### src/rtl/led_ctrl_pkg.sv
// led_ctrl_pkg: mode encoding and start patterns shared by the LED mode controller.
package led_ctrl_pkg;
    typedef enum logic [1:0] {
        MODE_SCAN  = 2'd0,
        MODE_FILL  = 2'd1,
        MODE_BLINK = 2'd2,
        MODE_OFF   = 2'd3
    } mode_t;
    localparam logic [7:0] SCAN_START = 8'h01;
    localparam logic [7:0] FILL_START = 8'h01;
    localparam logic [7:0] BLINK_A    = 8'h55;
    localparam logic [7:0] BLINK_B    = 8'hAA;
    localparam logic [7:0] LEDS_OFF   = 8'h00;
    function automatic logic [7:0] start_pattern(input mode_t m);
        return m == MODE_SCAN ? SCAN_START : m == MODE_FILL ? FILL_START : m == MODE_BLINK ? BLINK_A : LEDS_OFF;
    endfunction
endpackage

### src/rtl/led_mode_ctrl_tick_gen.sv
// tick_gen: free-running 0..TICK_DIV-1 divider; tick is high while the count sits at its last value.
module tick_gen #(
    parameter int TICK_DIV = 1500000
) (
    input  logic CLK12M,
    input  logic reset,
    input  logic clr,
    output logic tick
);
    localparam int CW = $clog2(TICK_DIV);
    localparam logic [CW-1:0] LAST = CW'(TICK_DIV - 1);
    logic [CW-1:0] r_cnt;
    always_ff @(posedge CLK12M) begin
        if (reset || clr || r_cnt == LAST)
            r_cnt <= '0;
        else
            r_cnt <= r_cnt + 1'b1;
    end
    assign tick = r_cnt == LAST;
    if (TICK_DIV < 2 || TICK_DIV > (1 << 24)) begin : g_bad_div
        $error("tick_gen: TICK_DIV out of range");
    end
endmodule

### src/rtl/led_mode_ctrl.sv
// led_mode_ctrl: push-button selected LED pattern generator (SCAN, FILL, BLINK, OFF).
// Define USER_BTN_DEBOUNCE_EN to filter USER_BTN through a DEBOUNCE_CYCLES stable-level debouncer.
module led_mode_ctrl
    import led_ctrl_pkg::*;
#(
    parameter int TICK_DIV        = 1500000,
    parameter int DEBOUNCE_CYCLES = 120000
) (
    input  logic       CLK12M,
    input  logic       reset,
    input  logic       USER_BTN,
    output logic [7:0] LEDS,
    output logic [1:0] mode,
    output logic       step
);
    logic       r_sync1;
    logic       r_sync2;
    logic       r_prev;
    logic       r_armed;
    logic [1:0] r_vld;
    logic       w_filt;
    logic       w_press;
    logic       w_tick;
    mode_t      r_mode;
    mode_t      w_mode_nxt;
    logic [7:0] r_leds;
    logic [7:0] w_leds_nxt;
    logic [7:0] w_scan;
    logic       r_up;
    logic       w_up_nxt;

    // A press only counts once the button has been seen released since reset.
    always_ff @(posedge CLK12M) begin
        if (reset) begin
            r_sync1 <= 1'b1;
            r_sync2 <= 1'b1;
            r_prev  <= 1'b1;
            r_armed <= 1'b0;
            r_vld   <= '0;
        end else begin
            r_sync1 <= USER_BTN;
            r_sync2 <= r_sync1;
            r_prev  <= w_filt;
            r_vld   <= {r_vld[0], 1'b1};
            r_armed <= r_armed | (r_vld[1] & r_sync2);
        end
    end

`ifdef USER_BTN_DEBOUNCE_EN
    localparam int DW = $clog2(DEBOUNCE_CYCLES);
    localparam logic [DW-1:0] DB_LAST = DW'(DEBOUNCE_CYCLES - 1);
    logic [DW-1:0] r_db_cnt;
    logic          r_filt;
    always_ff @(posedge CLK12M) begin
        if (reset) begin
            r_filt   <= 1'b1;
            r_db_cnt <= '0;
        end else if (r_sync2 == r_filt) begin
            r_db_cnt <= '0;
        end else if (r_db_cnt == DB_LAST) begin
            r_filt   <= r_sync2;
            r_db_cnt <= '0;
        end else begin
            r_db_cnt <= r_db_cnt + 1'b1;
        end
    end
    assign w_filt = r_filt;
`else
    assign w_filt = r_sync2;
`endif

    if (DEBOUNCE_CYCLES < 2 || DEBOUNCE_CYCLES > (1 << 20)) begin : g_bad_db
        $error("led_mode_ctrl: DEBOUNCE_CYCLES out of range");
    end

    assign w_press = r_armed & r_prev & ~w_filt;

    tick_gen #(.TICK_DIV(TICK_DIV)) u_tick (
        .CLK12M (CLK12M),
        .reset  (reset),
        .clr    (w_press),
        .tick   (w_tick)
    );

    always_comb begin
        w_scan     = r_up ? {r_leds[6:0], 1'b0} : {1'b0, r_leds[7:1]};
        w_mode_nxt = r_mode;
        w_leds_nxt = r_leds;
        w_up_nxt   = r_up;
        if (w_press) begin
            w_mode_nxt = mode_t'(r_mode + 2'd1);
            w_leds_nxt = start_pattern(w_mode_nxt);
            w_up_nxt   = 1'b1;
        end else if (w_tick) begin
            case (r_mode)
                MODE_SCAN: begin
                    w_leds_nxt = w_scan;
                    w_up_nxt   = r_up ? w_scan != 8'h80 : w_scan == 8'h01;
                end
                MODE_FILL:  w_leds_nxt = r_leds == 8'hFF ? 8'h00 : {r_leds[6:0], 1'b1};
                MODE_BLINK: w_leds_nxt = r_leds == BLINK_A ? BLINK_B : BLINK_A;
                default:    w_leds_nxt = r_leds;
            endcase
        end
    end

    always_ff @(posedge CLK12M) begin
        if (reset) begin
            r_mode <= MODE_SCAN;
            r_leds <= SCAN_START;
            r_up   <= 1'b1;
        end else begin
            r_mode <= w_mode_nxt;
            r_leds <= w_leds_nxt;
            r_up   <= w_up_nxt;
        end
    end

    // A press pre-empts a coincident tick, so no step is shown that cycle.
    assign step = w_tick & ~w_press;
    assign LEDS = r_leds;
    assign mode = r_mode;
endmodule

### config.mk
export PLATFORM = sky130hd
export DESIGN_NAME = led_mode_ctrl
export DESIGN_NICKNAME = d
export VERILOG_FILES = /design/src/rtl/led_ctrl_pkg.sv /design/src/rtl/led_mode_ctrl_tick_gen.sv /design/src/rtl/led_mode_ctrl.sv
export SDC_FILE = /design/constraint.sdc
export NUM_CORES = 1
export LEC_CHECK = 0
export ABC_AREA = 0
export CAP_MARGIN = 10
export CORE_MARGIN = 5
export CORE_UTILIZATION = 35
export CTS_CLUSTER_DIAMETER = 50
export DETAILED_ROUTE_END_ITERATION = 10
export HOLD_SLACK_MARGIN = 0.15
export PLACE_DENSITY = 0.59
export SLEW_MARGIN = 10
export SYNTH_ARGS = -nofsm -noshare
export SYNTH_HDL_FRONTEND = slang
export SYNTH_SLANG_ARGS = --single-unit
export TNS_END_PERCENT = 1
### constraint.sdc
create_clock -name CLK12M -period 3.29 [get_ports CLK12M]
set_input_delay 0.329 -clock CLK12M [delete_from_list [all_inputs] [get_ports CLK12M]]
set_output_delay 0.329 -clock CLK12M [all_outputs]
set_load 0.05 [all_outputs]
# After elaboration in Yosys (flattened, before gate mapping)
# Cells that the tools add are included.
op_classes:
  n_addsub: 2
  eq_ne: 9
  n_mux: 11
  bitwise_logic: 7
  reduce_logical: 9
op_table:
  columns: ["cell", "n"]
  rows:
  - ["8-bit 2-to-1 mux", 5]
  - ["8-bit one-hot mux with 3 select lines", 1]
  - ["21-bit by 1-bit adder with 21-bit output, second input constant", 1]
  - ["21-bit equality test, second input constant", 1]
  - ["7-bit 2-to-1 mux", 3]
  - ["8-bit by 1-bit equality test with 1-bit output, second input constant", 1]
  - ["8-bit by 7-bit equality test with 1-bit output, second input constant", 1]
  - ["8-bit equality test, second input constant", 1]
  - ["8-bit != test, second input constant", 1]
  - ["1-bit AND", 4]
  - ["2-bit by 1-bit equality test with 1-bit output, second input constant", 2]
  - ["2-bit equality test, second input constant", 2]
  - ["2-bit logical NOT", 2]
  - ["2-bit AND reduction", 2]
  - ["4-bit nonzero test", 1]
  - ["2-bit by 1-bit adder with 2-bit output, second input constant", 1]
  - ["1-bit logical OR", 2]
  - ["1-bit 2-to-1 mux", 2]
  - ["1-bit inverter", 2]
  - ["2-bit nonzero test", 1]
  - ["2-bit OR reduction", 1]
  - ["1-bit OR", 1]
totals:
  reg_bits: 38
  output_inout_bits: 11

# Depth between registers and ports, before layout
# Gate-level depths: netlist of the first run.
logic_depth:
  depth_word: 6
  depth_mapped: 8

# Hierarchy
# From an unflattened synthesis of the first run, not the netlist that was laid out.
hier_totals:
  hier_cells: 229
  hier_area_um2: 1975.6
modules_own_cells:
  columns: ["mod", "instances", "cells_each", "area_each_um2"]
  rows:
  - ["led_mode_ctrl", 1, 113, 994.7]
  - ["tick_gen", 1, 116, 980.9]

# Worst setup path after synthesis of the first run
# OpenSTA, ideal clock, no wires.
synth_timing:
  path_type: "register to register"
  start: "register r_mode[0], in the netlist mode[0]"
  end: "register r_leds[0], in the netlist LEDS[0]"
  setup_time_ns: 0.122
  arrival_time_ns: 2.178
  setup_slack_ns: 0.990
  path_stages_with_launch: 8
  n_path_buf: 1
  period_less_slack_ns: 2.300
  path_cell_list: "dfxtp_1 > inv_1 > ha_1 > clkbuf_1 > nor2_1 > nor4b_4 > nor3b_1 > a21oi_1"
synth_between:
  elab_chain_cells: 6
  elab_cells_between_ends: 15
  classes_between: "1 x add/sub; 4 x eq/ne; 6 x mux; 4 x reduce/logical"
synth_lines:
  columns: ["element", "line_no", "source"]
  rows:
  - ["start: declaration", "led_mode_ctrl.sv:24", "mode_t r_mode;"]
  - ["start signal: assignment", "led_mode_ctrl.sv:113", "r_mode <= w_mode_nxt;"]
  - ["2-bit by 1-bit adder with 2-bit output", "led_mode_ctrl.sv:91", "w_mode_nxt = mode_t'(r_mode + 2'd1);"]
  - ["2-bit equality test", "led_ctrl_pkg.sv:15", "return m == MODE_SCAN ? SCAN_START : m == MODE_FILL ? FILL_START : m == MODE_BLINK ? BLINK_A : LEDS_OFF;"]
  - ["7-bit 2-to-1 mux (3 in series)", "led_ctrl_pkg.sv:15", null]
  - ["8-bit 2-to-1 mux", "led_mode_ctrl.sv:90", "if (w_press) begin"]
  - ["end signal: assignment", "led_mode_ctrl.sv:114", "r_leds <= w_leds_nxt;"]
  - ["end: declaration", "led_mode_ctrl.sv:26", "logic [7:0] r_leds;"]
# Several ways; a longest one is shown, not always the timed one. The select of a mux whose other input is x is not followed.
# A chain may end at the register's enable or synchronous reset.

# Worst setup path in the final report of the first run
layout_timing:
  start: "register u_tick.r_cnt[0]"
  end: "output step"
layout_between:
  elab_chain_cells: 2
layout_lines:
  columns: ["element", "line_no", "source"]
  rows:
  - ["start: declaration", "led_mode_ctrl_tick_gen.sv:12", "logic [CW-1:0] r_cnt;"]
  - ["start signal: assignment", "led_mode_ctrl_tick_gen.sv:17", "r_cnt <= r_cnt + 1'b1;"]
  - ["21-bit equality test", "led_mode_ctrl_tick_gen.sv:19", "assign tick = r_cnt == LAST;"]
  - ["1-bit AND", "led_mode_ctrl.sv:120", "assign step = w_tick & ~w_press;"]
  - ["end: declaration", "led_mode_ctrl.sv:14", "output logic step"]
# No other way between the ends.

==> results.ini, run 1 <==
[clock_tree]
clkSinkCount = 38
cts_tree = built
clock_path_buffers = 2
clk_pin_slew_ns = 0.07
cts_hold_buf = 0
ctsRootBufferMaster = clkbuf_8
cts_buffers = 5
post_cts_buffers = 0
h-tree-depth = 2
clkLatencyLatePin_ns = 0.29
ctsResizeCount = 0

[floorplan]
rows = 26
core-area_um2 = 5200
dieWidth_um = 83.7
ios = 14
fp.dieH_um = 83.7
start_util_pct = 36.5
die_area_um2 = 7000

[timing]
worst_slew_pin_slew_ns = 0.602
setup_tns_ns = 0
fmax_mhz = 327
rsz0062_at_grt = no
setup_violations = 0
whs_ns = 0.409
fin_skew_ns = 0.0107
fin_crit_ns = 3.06
drv_slew = 0
post-route-period-util_pct = 93.0
setup_ws_ns = 0.230
hold_violations = 0
slew-limit-headroom_pct = 59.8

[drt]
wl_met3_um = 172
ant_nets = 0
wl_met2_um = 1780
wl_um = 3890
num_vias = 1583
wl_per_cell_um = 12.6
drtIter0Drc = 75
highest_layer = met4
dr.pass1.iters = 4
via_per_inst = 5.12
wl_met1_um = 1900
drc = 0

[synthesis]
synth_edf_count = 0
mappedNetlistArea_um2 = 1900
ys_ff_latch = 38
yosysUniqueCellTypes = 45
synthFlopType = dfxtp_1
async_reset_ff_share_pct = 0
seq_area_frac_synth_pct = 40.1
syn_area_per_cell_um2 = 8.40
yosys_warnings = 0
netlist_instances = 226
synth_fp_nets = 233

[placed_design]
port_buffers = 13
place_ws_ns = 0.541
gp_congestion = 0.848
hpwl_um = 2910
dp_cells = 301
placed_area_um2 = 2090

[layout]
finish.utilization_pct = 41.8
nNetsFinal = 245
final_common_cell = dfxtp_1
layout-drive-gt1-share_pct = 5.86
syn_to_final_growth_pct = 14.6
design_area_um2 = 2180
num-fill-cells = 556
layout_common_cells = dfxtp_1, nor2_1, nand2_1, nand3_1, clkdlybuf4s50_1
instances_no_fill = 309
num_antenna_cells = 0

[power_and_ir_drop]
total_power_mw = 0.827
ir_worst_vdd_uv = 206
pwr_density_cell_nw_per_um2 = 380
leakagePower_nw = 0.788

[setup_path]
cp_top_family = simple AND/OR/NAND/NOR gates
crit_fanout = 6
path_depth = 6
crit_type = flip-flop to output pin
crit_chain = ha_1, nand4_1, nor4_1, nand4_2, nor2_1, clkdlybuf4s50_1
cp_slowest_stage_delay_ns = 0.82
ff2ff_path_depth = 6
required_ns = 2.96
crit_buf_inv = 1
cp_slowest_cell = clkdlybuf4s50_1
critPathArrivalTime_ns = 2.73
critPathLaunchType = flip-flop
worstSetupEndpointType = output pin

[grt]
grt_max_degree = 19
grt_pass1_wl_um = 6900
grt_overflow_total = 0
grt_pass1_vias = 1487
grt_use_total_pct = 11.9
antenna_found_initial = 0

[status]
status = finished, final reports clean

[min_path]
hold-path-cell-count = 1
hp-class = flip-flop to flip-flop

[run]
maxCapViolCount = 0

-- final timing paths --
check	end	slack [ns]	from
setup / recovery	step	0.23	u_tick.r_cnt[0]$_SDFF_PP0_
hold / removal	r_sync2$_SDFF_PP1_	0.41	r_sync1$_SDFF_PP1_
setup reg to reg	u_tick.r_cnt[9]$_SDFF_PP0_	1.07	u_tick.r_cnt[0]$_SDFF_PP0_
hold reg to reg	r_sync2$_SDFF_PP1_	0.41	r_sync1$_SDFF_PP1_
-- routing by layer --
metal  up-vias  track usage [%]
met5         -                0
met4         0             4.09
met3         5             3.06
met2        27             18.7
met1       732             15.7
li1        819                -
-- synth_stat cells, drive strengths merged (2+ instances only) --
cell type | instances | area [um2]
dfxtp | 38 | 761
nor2 | 36 | 135
nand2 | 20 | 75.1
nand3 | 14 | 70.1
xor2 | 11 | 96.3
inv | 10 | 37.5
o21ai | 9 | 45.0
xnor2 | 9 | 78.8
nand4 | 8 | 56.3
a21oi | 7 | 35.0
clkbuf | 7 | 26.3
and3 | 6 | 37.5
ha | 4 | 50.1
mux2i | 4 | 40.0
o31ai | 4 | 30.0
a31oi | 3 | 18.8
and4 | 3 | 26.3
nor3 | 3 | 26.3
or2 | 3 | 18.8
o2111ai | 2 | 17.5
o211ai | 2 | 15.0
o2bb2ai | 2 | 17.5
or4 | 2 | 15.0
-- area by class of cell --
class	count	area, um2	area share (%)
well taps	70	87.6	4.02
inverters	10	37.5	1.72
flip-flops and latches	38	761	34.9
clock inverters	1	5.00	0.230
repair buffers	13	130	5.98
clock buffers	7	86.3	3.97
multi-input cells	170	1070	49.1
-- logic make-up (layout without fill, tap and decap cells) --
family | Yosys count | in the layout | share of synthesized area (%)
flops | 38 | 38 | 40.1
mux | 4 | 4 | 2.11
fa+ha+maj | 4 | 4 | 2.64
simple gates | 108 | 108 | 30.7
buf+inv | 18 | 31 | 3.62
compound gates | 34 | 34 | 11.7
xor+xnor | 20 | 20 | 9.22
-- flip-flops by register name, summed over array words and instances, names as in the netlist --
signal	flops
r_up	1
r_sync1	1
r_armed	1
r_prev	1
r_sync2	1
r_vld	2
u_tick.r_cnt	21
LEDS	8
mode	2
-- report_power, final --
group	internal [mW]	switching [mW]	total (mW)
registers	0.467	0.00500	0.472
clock network	0.169	0.156	0.325
logic	0.0113	0.0187	0.0300
total	0.647	0.180	0.827
(Power assumes the default switching activity.)
==> inputs of run 2 (changes only) <==
--- a/config.mk
+++ b/config.mk
@@ -13,7 +13,7 @@
 export DETAILED_ROUTE_END_ITERATION = 10
 export HOLD_SLACK_MARGIN = 0.15
 export PLACE_DENSITY = 0.59
-export SLEW_MARGIN = 10
+export SLEW_MARGIN = 20
 export SYNTH_ARGS = -nofsm -noshare
 export SYNTH_HDL_FRONTEND = slang
 export SYNTH_SLANG_ARGS = --single-unit
==> results of run 2 <==
No change in the layout: final DEF, timing and power equal those of run 1.
==> inputs of run 3 (changes only) <==
--- a/config.mk
+++ b/config.mk
@@ -11,6 +11,7 @@
 export CORE_UTILIZATION = 35
 export CTS_CLUSTER_DIAMETER = 50
 export DETAILED_ROUTE_END_ITERATION = 10
+export GPL_TIMING_DRIVEN = 0
 export HOLD_SLACK_MARGIN = 0.15
 export PLACE_DENSITY = 0.59
 export SLEW_MARGIN = 20
==> results.ini, run 3 (synthesized netlist as in run 1, its figures left out) <==
[drt]
ant_nets = 0  ; unchanged
wl_um = 3990  ; +2.5%
via_per_inst = 5.04  ; -1.6%
wl_per_cell_um = 12.7  ; +0.57%
num_vias = 1588  ; +0.32%
dr.pass1.iters = 4  ; unchanged
drc = 0  ; unchanged
drtIter0Drc = 109  ; +45%

[setup_path]
required_ns = 2.96  ; about the same
r2r-start = u_tick.r_cnt[0]$_SDFF_PP0_
crit_fanout = 6  ; unchanged
r2r_slack_ns = 0.94  ; -0.13 ns
crit_type = flip-flop to output pin
r2r_end = u_tick.r_cnt[17]$_SDFF_PP0_
crit_start = u_tick.r_cnt[0]$_SDFF_PP0_
worstSetupEndpointType = output pin
critPathLaunchType = flip-flop
critPathArrivalTime_ns = 2.45  ; -0.28 ns
ff2ff_path_depth = 7  ; +1

[clock_tree]
clkLatencyLatePin_ns = 0.28  ; about the same
cts_tree = built
clkSinkCount = 38  ; unchanged
clk_pin_slew_ns = 0.07  ; about the same
ctsRootBufferMaster = clkbuf_8
clock_path_buffers = 2  ; unchanged
cts_buffers = 5  ; unchanged
h-tree-depth = 2  ; unchanged

[layout]
largest_reg_flops = 21  ; unchanged
num_antenna_cells = 0  ; unchanged
layout_common_cells = dfxtp_1, nor2_1, nand2_1, nand3_1
syn_to_final_growth_pct = 15.2
final_common_cell = dfxtp_1
nNetsFinal = 252  ; +2.9%
num-fill-cells = 540  ; -2.9%
layout-drive-gt1-share_pct = 6.12  ; +0.26 points
instances_no_fill = 315  ; +1.9%
largest_register = u_tick.r_cnt

[power_and_ir_drop]
power.switching_mw = 0.179  ; -0.39%
ir_worst_vdd_uv = 201  ; -2.3%
leakagePower_nw = 0.811  ; +2.9%
switching_share_pct = 22.4  ; +0.68 points
pwr_density_cell_nw_per_um2 = 365  ; -3.9%
sequentialPowerShare_pct = 59.1  ; +2.0 points
total_power_mw = 0.799  ; -3.4%
comb_power_share_pct = 3.7  ; about the same
p_int_mw = 0.620  ; -4.2%
pwr-share-clk_pct = 37.3  ; -2.0 points

[run]
maxCapViolCount = 0  ; unchanged

[timing]
drv_slew = 0  ; unchanged
setup_tns_ns = 0  ; unchanged
post-route-period-util_pct = 84.4  ; -8.6 points
fmax_mhz = 360  ; +10%
hold_violations = 0  ; unchanged
setup_violations = 0  ; unchanged
rsz0062_at_grt = no
fin_crit_ns = 2.78  ; -0.283 ns
fin_skew_ns = 0.0111  ; +0.000348 ns
worst_slew_pin_slew_ns = 0.677  ; +0.0755 ns
slew-limit-headroom_pct = 54.7  ; -5.1 points

[grt]
grt_use_total_pct = 11.5  ; -0.35 points
top_usage_layer = met2
grt_max_degree = 12  ; -7
grt_pass1_vias = 1469  ; -1.2%
grt_overflow_total = 0  ; unchanged
grtUsageMet3_pct = 2.86  ; -0.20 points
antenna_found_initial = 0  ; unchanged
grt_pass1_wl_um = 6840  ; -0.91%
grt_util_met1_pct = 16.0  ; +0.28 points
use_met2_pct = 18.1  ; -0.51 points

[min_path]
hp-class = input port to flip-flop
hold-path-cell-count = 2  ; +1
hp-start = reset
hold_path_end = r_armed$_SDFF_PP0_

[floorplan]
start_util_pct = 36.5  ; unchanged
fp.dieH_um = 83.7  ; unchanged
dieWidth_um = 83.7  ; unchanged
ios = 14  ; unchanged
rows = 26  ; unchanged
core-area_um2 = 5200  ; unchanged
die_area_um2 = 7000  ; unchanged

[status]
status = finished, final reports clean

[placed_design]
hpwl_um = 2900  ; -0.43%
gp_congestion = 0.862  ; +1.5%
dp_cells = 308  ; +2.3%
port_buffers = 12  ; -1

## run 3: cell type report
cell class | count | area, um2 | area share (%)
plain buffers | 8 | 31.3 | 1.43
clock buffers | 5 | 68.8 | 3.14
clock inverters | 2 | 10.0 | 0.457
inverters | 10 | 37.5 | 1.72
multi-input cells | 170 | 1070 | 48.9
flip-flops and latches | 38 | 761 | 34.8
well taps | 70 | 87.6 | 4.00
repair buffers | 12 | 123 | 5.60
## run 3: metal layers
layer	share of wire, %	vias to the layer above
met5	0	-
met3	4.0	2
met2	44	30
met4	0.38	0
met1	51	731
li1	-	825
## run 3: worst max path at each step
stage                                 to
detailed placement                  step
global route                        step
floorplan           LEDS[0]$_SDFFE_PP1P_
finish                              step
CTS                                 step
global placement                    step
## run 3: what timing repair did
item | in CTS | in global routing
hold buffers | 0 | 0
buffers inserted | 0 | 0
resized for setup | 0 | 1
setup endpoints to repair | 0 | 1
## run 3: power groups by stage
stage	sequential (mW)	clock [mW]	combinational, mW
final	0.472	0.298	0.0293
after CTS	0.472	0.311	0.0299
after global placement	0.482	0	0.0298
after global routing	0.473	0.331	0.0332
after floorplan	0.482	0	0.0207
after detailed placement	0.482	0	0.0300
## run 3: stage by stage
stage          setup WS, ns  instance area (um2)  util (%)  hold WS, ns
5_1_grt               0.277                 2190      42.0        0.447
3_5_place_dp          0.436                 2110      40.5        0.394
6_report              0.513                 2190      42.0        0.404
3_3_place_gp          0.409                 2110      40.5        0.395
2_1_floorplan         0.990                 1900         -        0.389
4_1_cts               0.123                 2190      42.0        0.411
## run 3: worst max-delay path, stage by stage (launching register included)
cell            delay [ns]
dfxtp_1               0.37
ha_1                  0.23
nand4_1               0.14
nor4_1                0.51
nand4_2               0.29
nor2_1                0.18
dlymetal6s2s_1        0.44
==> patch, RTL diff (flow settings as in run 3) <==
`TICK_DIV` is set to 1500000 in 2 places; all go to 375000.
--- a/src/rtl/led_mode_ctrl_tick_gen.sv
+++ b/src/rtl/led_mode_ctrl_tick_gen.sv
@@ -1,6 +1,6 @@
 // tick_gen: free-running 0..TICK_DIV-1 divider; tick is high while the count sits at its last value.
 module tick_gen #(
-    parameter int TICK_DIV = 1500000
+    parameter int TICK_DIV = 375000
 ) (
     input  logic CLK12M,
     input  logic reset,
--- a/src/rtl/led_mode_ctrl.sv
+++ b/src/rtl/led_mode_ctrl.sv
@@ -3,7 +3,7 @@
 module led_mode_ctrl
     import led_ctrl_pkg::*;
 #(
-    parameter int TICK_DIV        = 1500000,
+    parameter int TICK_DIV        = 375000,
     parameter int DEBOUNCE_CYCLES = 120000
 ) (
     input  logic       CLK12M,
Function: same outputs for any inputs over 10 cycles, from zero or initial values and one cycle with reset high; that may be too few to reach the edited logic, so the function may still have changed.
==> patch against run 3 <==
  * Critical path depth is the same
  * Routed wire length decreased by 8.9%
  * Sequential cell count shrank 2
  * Synthesized area is 7.0% lower
  * Non-clock buffer count unchanged
  * Total power is 1.9% lower
  * Maximum frequency rose by 0.66%
  * Hold slack gained 6.9 ps
  * Worst setup slack improved by 18 ps
  * Cell area down 5.4%
  * Largest cell class unchanged
==> patch: results (changes against run 3) <==
worst_hold_path:
  min_from: "r_sync1$_SDFF_PP1_"
  hold_path_class: "reg2reg"
  whs_path_depth: 1  # -1
  min_to: "r_sync2$_SDFF_PP1_"
final_layout:
  n_fill_cell: 520  # -3.7%
  drive_above_1_share_pct: 10.92  # +4.8 points
  nets: 235  # -6.7%
  register_area_um2: 720.7  # -5.3%
  largest_reg_flops: 19  # -9.5%
power:
  vdd_drop_max_v: 0.0002532  # +26%
  p_leak_uw: 0.0007334  # -9.6%
yosys:
  synth_area_leaders: "dfxtp_1 41%, xnor2_1 7.4%, nor2_1 7.2%"
  synth_fp_nets: 215  # -7.7%
  synth_common_cells: "36 x dfxtp_1, 34 x nor2_1, 15 x xnor2_1, 13 x nand2_1, 10 x nor3_1"
  syn-instance-count: 208  # -8.0%
  seq_area_frac_synth_pct: 40.82  # +0.77 points
  ys_types: 37  # -18%
placement:
  post-place-cells: 288  # -6.5%
  dp_hpwl_mm: 2.623  # -9.6%
  gp_congestion: 0.8647  # +0.37%
  place_area_mm2: 0.001979  # -6.1%
  io_buffers: 13  # +1
global_route:
  grt_pass1_vias: 1360  # -7.4%
  overflow: 0  # unchanged
  grt_max_degree: 13  # +1
worst_setup_path:
  r2r_setup_slack_ps: 750  # -190 ps
  critPathSlowestCell: "or4_1"
  worst-path-max-fanout: 5  # -1
  r2r-end: "LEDS[1]$_SDFFE_PP0P_"
  arrival_ps: 2430  # -20 ps
routing:
  drt_iter0_drc: 54  # -50%
  viasPerCell: 4.926  # -2.3%
  wl_mm: 3.633  # -8.9%
  num_vias: 1458  # -8.2%
sta:
  finalClockSkew_ps: 8.791  # -2.293 ps
  slew_headroom_pct: 66.59  # +12 points
status:
  status: "completed"
==> patch: cell count changes after synthesis, sizes merged, moves of 5 or more <==
cell / run 3 / this run
xor2: 11 / 3
nand2: 20 / 13
nand3: 14 / 9
a211oi: 1 / 6
and2b: 0 / 5
xnor2: 9 / 15
o21ai: 9 / 2
nor3: 3 / 10
==> patch: worst max-delay path by stage <==
stage,from,end,slack (ps),cells after the start
global route,u_tick.r_cnt[0]$_SDFF_PP0_,step,380,6
global placement,u_tick.r_cnt[0]$_SDFF_PP0_,step,430,6
finish,u_tick.r_cnt[0]$_SDFF_PP0_,step,530,6
CTS,u_tick.r_cnt[0]$_SDFF_PP0_,step,110,6
floorplan,u_tick.r_cnt[0]$_SDFF_PP0_,step,820,5
detailed placement,u_tick.r_cnt[0]$_SDFF_PP0_,step,420,6
==> patch: final cells by class <==
| type | instances | area share, % |
|---|---|---|
| plain buffers | 7 | 2.600 |
| well taps | 67 | 4.051 |
| flip-flops and latches | 36 | 34.82 |
| multi-input cells | 159 | 46.80 |
| repair buffers | 13 | 6.409 |
| inverters | 6 | 1.088 |
| clock inverters | 3 | 0.9069 |
| clock buffers | 5 | 3.325 |
==> patch: kinds of logic (layout without fill, tap and decap cells) <==
logic type | after synthesis | count (layout) | synth area share [%]
XOR/XNOR | 18 | 18 | 8.930
adder cells (fa/ha/maj) | 4 | 4 | 2.835
flip-flops | 36 | 36 | 40.82
AO/OA/AOI/OAI | 33 | 33 | 12.97
AND/OR/NAND/NOR | 104 | 104 | 30.12
buffers and inverters | 13 | 34 | 4.323
==> patch: metal layers <==
metal | GRT usage (%) | wire length, um
met5 | 0 | 0
met4 | 3.547 | 46
met3 | 3.104 | 169
met2 | 19.70 | 1605
met1 | 15.31 | 1811
==> patch: worst register-to-register path, delay by kind of cell (launching register included) <==
family	cells	cell delay, ps
AO/OA/AOI/OAI	1	280
flip-flops	1	410
AND/OR/NAND/NOR	4	1320
buffers and inverters	1	150
adder cells (fa/ha/maj)	1	290
==> patch: power by group <==
group	switching [uW]	leakage, uW	internal, uW
Clock	158	0.0000479	147
Combinational	17.4	0.000393	12.3
Sequential	5.71	0.000292	443
Total	181	0.000733	602
==> patch: metrics by stage <==
stage / hold WS, ps / worst slack (ps)
2_1_floorplan: 389.5 / 817.0
3_3_place_gp: 391.7 / 431.5
3_5_place_dp: 393.2 / 423.4
4_1_cts: 412.7 / 105.6
5_1_grt: 449.5 / 381.2
6_report: 410.7 / 531.2
==> patch: repair_timing <==
item | in CTS | in global routing
buffers inserted | 0 | 0
hold buffers | 0 | 0
gates resized for setup | 0 | 1
endpoints found under the setup margin | 0 | 1
